<file path="src/rtl/text_uart_pkg.sv">
// Shared constants for the UART text link: screen geometry, control codes,
// formatter state encoding and the row-advance helper.
package text_uart_pkg;

    localparam int unsigned TEXT_COLS = 106;
    localparam int unsigned TEXT_ROWS = 30;

    localparam logic [7:0] ASCII_CR = 8'h0D;
    localparam logic [7:0] ASCII_LF = 8'h0A;

    typedef enum logic [1:0] {
        ST_IDLE,
        ST_FETCH,
        ST_SEND,
        ST_SEND_LF
    } fmt_state_e;

    function automatic logic [4:0] next_row(input logic [4:0] y);
        return (y == 5'(TEXT_ROWS - 1)) ? 5'd0 : y + 5'd1;
    endfunction

endpackage

</file>
<file path="src/rtl/uart_text_sender_serializer.sv">
// 8N1 serialiser: start bit, eight data bits LSB first, stop bit, each held
// CLKS_PER_BIT cycles. A start in the final stop cycle chains the next frame.
module uart_tx_serializer #(
    parameter int unsigned CLKS_PER_BIT = 10
) (
    input  logic       clk,
    input  logic       rst_n,
    input  logic       start,
    input  logic [7:0] data,
    output logic       tx,
    output logic       done
);

    localparam int unsigned CNT_W = $clog2(CLKS_PER_BIT + 1);
    localparam logic [CNT_W-1:0] CNT_LAST = CNT_W'(CLKS_PER_BIT - 1);

    logic             active_q, active_d;
    logic [CNT_W-1:0] cnt_q, cnt_d;
    logic [3:0]       bit_idx_q, bit_idx_d;
    logic [8:0]       shift_q, shift_d;
    logic             tx_q, tx_d;
    logic             bit_end;
    logic             load;

    always_comb begin
        bit_end   = active_q && (cnt_q == CNT_LAST);
        done      = bit_end && (bit_idx_q == 4'd9);
        load      = start && (!active_q || done);
        active_d  = active_q;
        cnt_d     = cnt_q;
        bit_idx_d = bit_idx_q;
        shift_d   = shift_q;
        tx_d      = tx_q;
        if (load) begin
            active_d  = 1'b1;
            cnt_d     = '0;
            bit_idx_d = '0;
            shift_d   = {1'b1, data};
            tx_d      = 1'b0;
        end else if (done) begin
            active_d  = 1'b0;
            cnt_d     = '0;
            bit_idx_d = '0;
            tx_d      = 1'b1;
        end else if (bit_end) begin
            // shift register carries the stop bit in behind the data
            cnt_d     = '0;
            bit_idx_d = bit_idx_q + 4'd1;
            tx_d      = shift_q[0];
            shift_d   = {1'b1, shift_q[8:1]};
        end else if (active_q) begin
            cnt_d = cnt_q + CNT_W'(1);
        end
    end

    always_ff @(posedge clk or negedge rst_n) begin
        if (!rst_n) begin
            active_q  <= 1'b0;
            cnt_q     <= '0;
            bit_idx_q <= '0;
            shift_q   <= '1;
            tx_q      <= 1'b1;
        end else begin
            active_q  <= active_d;
            cnt_q     <= cnt_d;
            bit_idx_q <= bit_idx_d;
            shift_q   <= shift_d;
            tx_q      <= tx_d;
        end
    end

    assign tx = tx_q;

endmodule

</file>
<file path="src/rtl/uart_text_sender.sv">
// UART text sender: byte FIFO, formatter FSM and far-end cursor mirror.
// Optional macro TEXT_TX_CRLF_EN expands each LF into a CR frame then an LF frame.
module uart_text_sender
    import text_uart_pkg::*;
#(
    parameter int unsigned CLOCK_FREQ = 100_000_000,
    parameter int unsigned BAUD_RATE  = 9600,
    parameter int unsigned FIFO_DEPTH = 16
) (
    input  logic       clk,
    input  logic       rst_n,
    input  logic       char_valid,
    input  logic [7:0] char_data,
    output logic       char_ready,
    output logic       tx,
    output logic       busy,
    output logic [6:0] cursor_x,
    output logic [4:0] cursor_y
);

    localparam int unsigned CLKS_PER_BIT = CLOCK_FREQ / BAUD_RATE;
    localparam int unsigned PTR_W = $clog2(FIFO_DEPTH);
    localparam logic [PTR_W:0] FULL_COUNT = (PTR_W + 1)'(FIFO_DEPTH);
    localparam logic [6:0] COL_LAST = 7'(TEXT_COLS - 1);

    logic [7:0]       mem_q [FIFO_DEPTH];
    logic [PTR_W-1:0] wr_ptr_q, wr_ptr_d;
    logic [PTR_W-1:0] rd_ptr_q, rd_ptr_d;
    logic [PTR_W:0]   count_q, count_d;
    fmt_state_e       state_q, state_d;
    logic             lf_pending_q, lf_pending_d;
    logic [7:0]       cur_byte_q, cur_byte_d;
    logic [6:0]       cx_q, cx_d;
    logic [4:0]       cy_q, cy_d;

    logic       push, pop, not_empty, expand;
    logic       fetch, send_lf;
    logic       ser_start, ser_done;
    logic [7:0] ser_data, head;

    assign not_empty  = (count_q != '0);
    assign char_ready = (count_q != FULL_COUNT);
    assign push       = char_valid && char_ready;
    assign head       = mem_q[rd_ptr_q];

`ifdef TEXT_TX_CRLF_EN
    assign expand = (head == ASCII_LF);
`else
    assign expand = 1'b0;
`endif

    always_ff @(posedge clk) begin
        if (push) begin
            mem_q[wr_ptr_q] <= char_data;
        end
    end

    always_comb begin
        wr_ptr_d = wr_ptr_q;
        rd_ptr_d = rd_ptr_q;
        count_d  = count_q;
        if (push) begin
            wr_ptr_d = wr_ptr_q + PTR_W'(1);
        end
        if (pop) begin
            rd_ptr_d = rd_ptr_q + PTR_W'(1);
        end
        if (push && !pop) begin
            count_d = count_q + (PTR_W + 1)'(1);
        end else if (pop && !push) begin
            count_d = count_q - (PTR_W + 1)'(1);
        end
    end

    always_ff @(posedge clk or negedge rst_n) begin
        if (!rst_n) begin
            state_q <= ST_IDLE;
        end else begin
            state_q <= state_d;
        end
    end

    // A queued byte is fetched during the final stop cycle so frames chain
    // without a gap; FETCH itself is only visited when leaving IDLE.
    always_comb begin
        state_d = state_q;
        case (state_q)
            ST_IDLE:  if (not_empty) state_d = ST_FETCH;
            ST_FETCH: state_d = ST_SEND;
            ST_SEND: begin
                if (ser_done) begin
                    if (lf_pending_q)   state_d = ST_SEND_LF;
                    else if (not_empty) state_d = ST_SEND;
                    else                state_d = ST_IDLE;
                end
            end
            ST_SEND_LF: begin
                if (ser_done) state_d = not_empty ? ST_SEND : ST_IDLE;
            end
            default: state_d = ST_IDLE;
        endcase
    end

    always_comb begin
        fetch   = 1'b0;
        send_lf = 1'b0;
        case (state_q)
            ST_FETCH: fetch = 1'b1;
            ST_SEND: begin
                send_lf = ser_done && lf_pending_q;
                fetch   = ser_done && !lf_pending_q && not_empty;
            end
            ST_SEND_LF: fetch = ser_done && not_empty;
            default: ;
        endcase
        pop          = fetch;
        ser_start    = fetch || send_lf;
        ser_data     = fetch ? (expand ? ASCII_CR : head) : ASCII_LF;
        cur_byte_d   = ser_start ? ser_data : cur_byte_q;
        lf_pending_d = fetch ? expand : (send_lf ? 1'b0 : lf_pending_q);
    end

    always_comb begin
        cx_d = cx_q;
        cy_d = cy_q;
        if (ser_done) begin
            if (cur_byte_q == ASCII_CR) begin
                cx_d = '0;
            end else if (cur_byte_q == ASCII_LF) begin
                cy_d = next_row(cy_q);
            end else if (cx_q == COL_LAST) begin
                cx_d = '0;
                cy_d = next_row(cy_q);
            end else begin
                cx_d = cx_q + 7'd1;
            end
        end
    end

    always_ff @(posedge clk or negedge rst_n) begin
        if (!rst_n) begin
            wr_ptr_q     <= '0;
            rd_ptr_q     <= '0;
            count_q      <= '0;
            lf_pending_q <= 1'b0;
            cur_byte_q   <= '0;
            cx_q         <= '0;
            cy_q         <= '0;
        end else begin
            wr_ptr_q     <= wr_ptr_d;
            rd_ptr_q     <= rd_ptr_d;
            count_q      <= count_d;
            lf_pending_q <= lf_pending_d;
            cur_byte_q   <= cur_byte_d;
            cx_q         <= cx_d;
            cy_q         <= cy_d;
        end
    end

    uart_tx_serializer #(
        .CLKS_PER_BIT(CLKS_PER_BIT)
    ) u_serializer (
        .clk  (clk),
        .rst_n(rst_n),
        .start(ser_start),
        .data (ser_data),
        .tx   (tx),
        .done (ser_done)
    );

    assign busy     = not_empty || (state_q != ST_IDLE);
    assign cursor_x = cx_q;
    assign cursor_y = cy_q;

endmodule

</file>
<file path="config.mk">
export PLATFORM = sky130hd
export DESIGN_NAME = uart_text_sender
export DESIGN_NICKNAME = d
export VERILOG_FILES = /design/src/rtl/text_uart_pkg.sv /design/src/rtl/uart_text_sender_serializer.sv /design/src/rtl/uart_text_sender.sv
export SDC_FILE = /design/constraint.sdc
export NUM_CORES = 1
export LEC_CHECK = 0
export ABC_AREA = 1
export BUFFER_PORTS_ARGS = -buffer_cell sky130_fd_sc_hd__buf_4
export CAP_MARGIN = 20
export CORE_ASPECT_RATIO = 1.75
export CORE_UTILIZATION = 31
export DETAILED_ROUTE_END_ITERATION = 10
export PLACE_DENSITY = 0.45
export SLEW_MARGIN = 20
export SYNTH_ARGS = -nofsm -noshare
export SYNTH_HDL_FRONTEND = slang
export SYNTH_HIERARCHICAL = 1
export SYNTH_SLANG_ARGS = --single-unit
</file>
<file path="constraint.sdc">
create_clock -name clk -period 2.75 [get_ports clk]
set_input_delay 0.1375 -clock clk [delete_from_list [all_inputs] [get_ports clk]]
set_output_delay 0.1375 -clock clk [all_outputs]
set_load 0.01 [all_outputs]
</file>
==> run_results.csv <==
group,metric,value,unit
power_and_ir_drop,p_comb_frac,0.111,
sta,max_freq,385,MHz
clock_network,post-cts-setup-buffers,0,
sta,setup_violations,0,
detailed_routing,drt_iter0_drc,208,
floorplanning,rows,81,
power_and_ir_drop,power_density,659,nW/um2
placed_design,dp_worst_setup_slack,0.0387,ns
detailed_routing,dr.pass1.iters,4,
hold_path,hold_path_end,"mem_q[3][4]$_DFFE_PP_",
clock_network,cts_root_buf,"clkbuf_16",
floorplanning,io_pins,26,
global_route,gr-total-overflow,0,
clock_network,cts.path.max_buffers,2,
clock_network,cts_tree,"done",
synth,synth-seq-area-share,0.611,
run_status,outcome,"completed",
clock_network,htreeDepth,4,
power_and_ir_drop,finalPower,6890,uW
worst_setup_path,cp.depth,20,
final_layout,antenna_cells,0,
final_layout,multi_input_area,2930,um2
power_and_ir_drop,p_sw,1680,uW
worst_setup_path,cp_common_cell,"nand2_1",
power_and_ir_drop,p_int,5210,uW
sta,slew_violations,0,
synth,synth_common_cells,"245 x nand2_1, 162 x nand3_1, 128 x edfxtp_1",
floorplanning,die_area,29400,um2
worst_setup_path,critPathArrivalTime,2.97,ns
worst_setup_path,critPathBufInv,4,
sta,timing.slew.headroom,0.420,
synth,synthMostInstantiatedCell,"nand2_1",
final_layout,num-nets-final,994,
synth,synth_cell_types,45,
final_layout,fillers,2825,
synth,synthTopCellsByArea,"edfxtp_1 43%, dfrtp_1 15%, nand2_1 10%",
synth,netlist_instances,902,
sta,setup_ws,0.152,ns
clock_network,clk_pin_slew,0.07,ns
hold_path,min-delay-start,"char_data[4]",
worst_setup_path,cp_slowest_cell,"dfrtp_1",
placed_design,place_congestion,0.786,
synth,synth_top_area_cell,"edfxtp_1",
worst_setup_path,cpLargestDelayFamily,"adder cells",
synth,synthFlopType,"edfxtp_1",
final_layout,final_layout_size_suffix_gt1_frac,0.155,
global_route,grt_pass1_vias,6188,
placed_design,port_buffers,25,
power_and_ir_drop,swShare,0.244,
synth,syn_nets,930,
detailed_routing,viasPerCell,4.56,
synth,synth_seq_cells,191,
worst_setup_path,required,3.12,ns
synth,netlist_area,8890,um2
run,maxCapViolCount,0,
worst_setup_path,crit_chain,"ha_4 -> nand3_4 -> nor2_4 -> nand2_1 -> inv_1 -> nand2_1 -> inv_1 -> nor2_2 -> nor2_1 -> a21boi_4 -> inv_2 -> ha_4 -> inv_2 -> fa_2 -> a21oi_2 -> nor2_1 -> nor2_1 -> xor2_1 -> nand2_1 -> nand2_1",
synth,synthArstFlopShare,0.330,
worst_setup_path,r2r_cells,20,
sta,period_minus_slack,2.60,ns
detailed_routing,routedWlPerCell,16.2,um
sta,rsz0062_at_grt,"true",
global_route,grt_pass1_wl,33900,um
detailed_routing,drt_wl_total,21800,um
power_and_ir_drop,power_frac_clock,0.388,
floorplanning,die_x,130,um
synth,postSynthAreaPerCell,9.86,um2
global_route,grt_max_degree,68,
placed_design,detailed_place_hpwl,15000,um
power_and_ir_drop,total_leakage_power,0.00444,uW
detailed_routing,route.vias.total,6156,
worst_setup_path,end_kind,"register",
detailed_routing,drc_errors,0,
floorplanning,core,28100,um2
synth,synth_top_area_share,0.432,
worst_setup_path,r2r_end,"count_q[4]$_DFFE_PN0P_",
worst_setup_path,crit_path_start_kind,"register",
synth,synth_edf_count,128,
worst_setup_path,r2r_setup_slack,0.15,ns
sta,skew,0.00825,ns
sta,tightest_slew,0.869,ns
clock_network,clkLatencyLatePin,0.43,ns
worst_setup_path,critPathMaxFanout,4,
final_layout,syn2layout_area_growth,17.5,%
worst_setup_path,crit_type,"reg2reg",
sta,finalSetupTns,0,ns
final_layout,final_util,0.372,
global_route,grt_use_total,0.159,
detailed_routing,final_antenna_net_count,0,
global_route,antenna_found_initial,0,
floorplanning,start_util,0.317,
floorplanning,fp.dieH,226,um
sta,finalHoldViolCount,0,
final_layout,final-seq-area,5430,um2
power_and_ir_drop,vdd.ir_drop.worst,0.430,mV
sta,finalCritPeriodShare,0.945,
power_and_ir_drop,power_frac_seq,0.501,
hold_path,hold_path_depth,1,
worst_setup_path,critical-path-max-stage-delay,0.41,ns
worst_setup_path,r2r_start,"u_serializer/cnt_q[0]$_DFFE_PN0P_",
clock_network,cts.sinks,191,
hold_path,hold_class,"in2reg",
clock_network,cts_buffers,17,
synth,yosys_warnings,6,
## power by group through the flow
stage / combinational [uW] / clock (uW) / sequential (uW)
finish: 767 / 2670 / 3450
global route: 870 / 2830 / 3470
CTS: 748 / 2740 / 3450
detailed placement: 744 / 0 / 3510
global placement: 740 / 0 / 3510
floorplan: 455 / 0 / 3480
## layout by cell type, fill, tap and decap left out, types with 6 or more instances in the layout
master,n
dfrtp_1,53
nand3_1,162
ha_1,13
o21ai_0,19
nand4_1,8
dfstp_2,9
nor2_2,8
xor2_1,14
inv_2,6
nor3_1,19
nand2_1,244
clkbuf_16,17
buf_4,72
edfxtp_1,128
inv_1,95
nor2_1,40
## per-stage QoR
step / cell area [um2] / hold WS (ns) / instances
global placement: 9780 / 0.318 / 1319
global route: 10500 / 0.0445 / 1351
detailed placement: 9780 / 0.307 / 1319
CTS: 10400 / 0.0396 / 1351
finish: 10500 / 0.0500 / 1351
floorplan: 8910 / -0.158 / 902
## layer usage
metal | part of all wire | vias to the layer above | global-route usage
li1 | - | 3113 | -
met1 | 0.38 | 2928 | 0.160
met2 | 0.57 | 82 | 0.310
met3 | 0.020 | 33 | 0.0227
met4 | 0.031 | 0 | 0.0739
met5 | 0 | - | 0
## registers in the layout, summed over array words and instances, names as in the netlist, 4 cells and up
| signal | flops |
|---|---|
| wr_ptr_q | 4 |
| cur_byte_q | 8 |
| u_serializer/bit_idx_q | 4 |
| u_serializer/cnt_q | 14 |
| count_q | 5 |
| rd_ptr_q | 4 |
| u_serializer/shift_q | 8 |
| cursor_y | 5 |
| mem_q | 128 |
| cursor_x | 7 |
## worst reg2reg max path, cell delays in order, from the launching register on
cell	delay, ns
dfrtp_1	0.41
ha_4	0.19
nand3_4	0.09
nor2_4	0.04
nand2_1	0.08
inv_1	0.05
nand2_1	0.07
inv_1	0.06
nor2_2	0.10
nor2_1	0.05
a21boi_4	0.14
inv_2	0.09
ha_4	0.14
inv_2	0.07
fa_2	0.39
a21oi_2	0.15
nor2_1	0.05
nor2_1	0.10
xor2_1	0.16
nand2_1	0.06
nand2_1	0.05
## kinds of logic (layout without fill, tap and decap cells)
kind of cell             Yosys count  in the layout  share of synthesized area
AND/OR/NAND/NOR                  499            499                      0.252
flip-flops                       191            191                      0.611
buffers and inverters            136            212                     0.0661
AO/OA/AOI/OAI                     40             40                     0.0271
XOR/XNOR                          18             18                     0.0177
adder cells (fa/ha/maj)           17             17                     0.0248
multiplexers                       1              1                    0.00113
## what timing repair did
action | in CTS | in global routing
resized for setup | 0 | 8
endpoints found under the hold margin | 54 | 0
hold buffers | 1 | 0
endpoints found under the setup margin | 0 | 5
## cell type report
type / count / area share
Sequential cell: 191 / 0.520
Multi-Input combinational cell: 575 / 0.280
Timing Repair Buffer: 76 / 0.0576
Tap cell: 373 / 0.0446
Clock buffer: 20 / 0.0418
Inverter: 105 / 0.0379
Clock inverter: 11 / 0.0183
## worst max-delay path by stage
stage                                           start                     end  slack, ns
floorplan           u_serializer/cnt_q[1]$_DFFE_PN0P_  count_q[4]$_DFFE_PN0P_      0.003
global placement    u_serializer/cnt_q[0]$_DFFE_PN0P_  count_q[4]$_DFFE_PN0P_       0.07
detailed placement  u_serializer/cnt_q[0]$_DFFE_PN0P_  count_q[4]$_DFFE_PN0P_       0.04
CTS                 u_serializer/cnt_q[0]$_DFFE_PN0P_  count_q[4]$_DFFE_PN0P_       0.01
global route        u_serializer/cnt_q[0]$_DFFE_PN0P_  count_q[4]$_DFFE_PN0P_      -0.02
finish              u_serializer/cnt_q[0]$_DFFE_PN0P_  count_q[4]$_DFFE_PN0P_       0.15
Power figures use the tool's default switching activity.
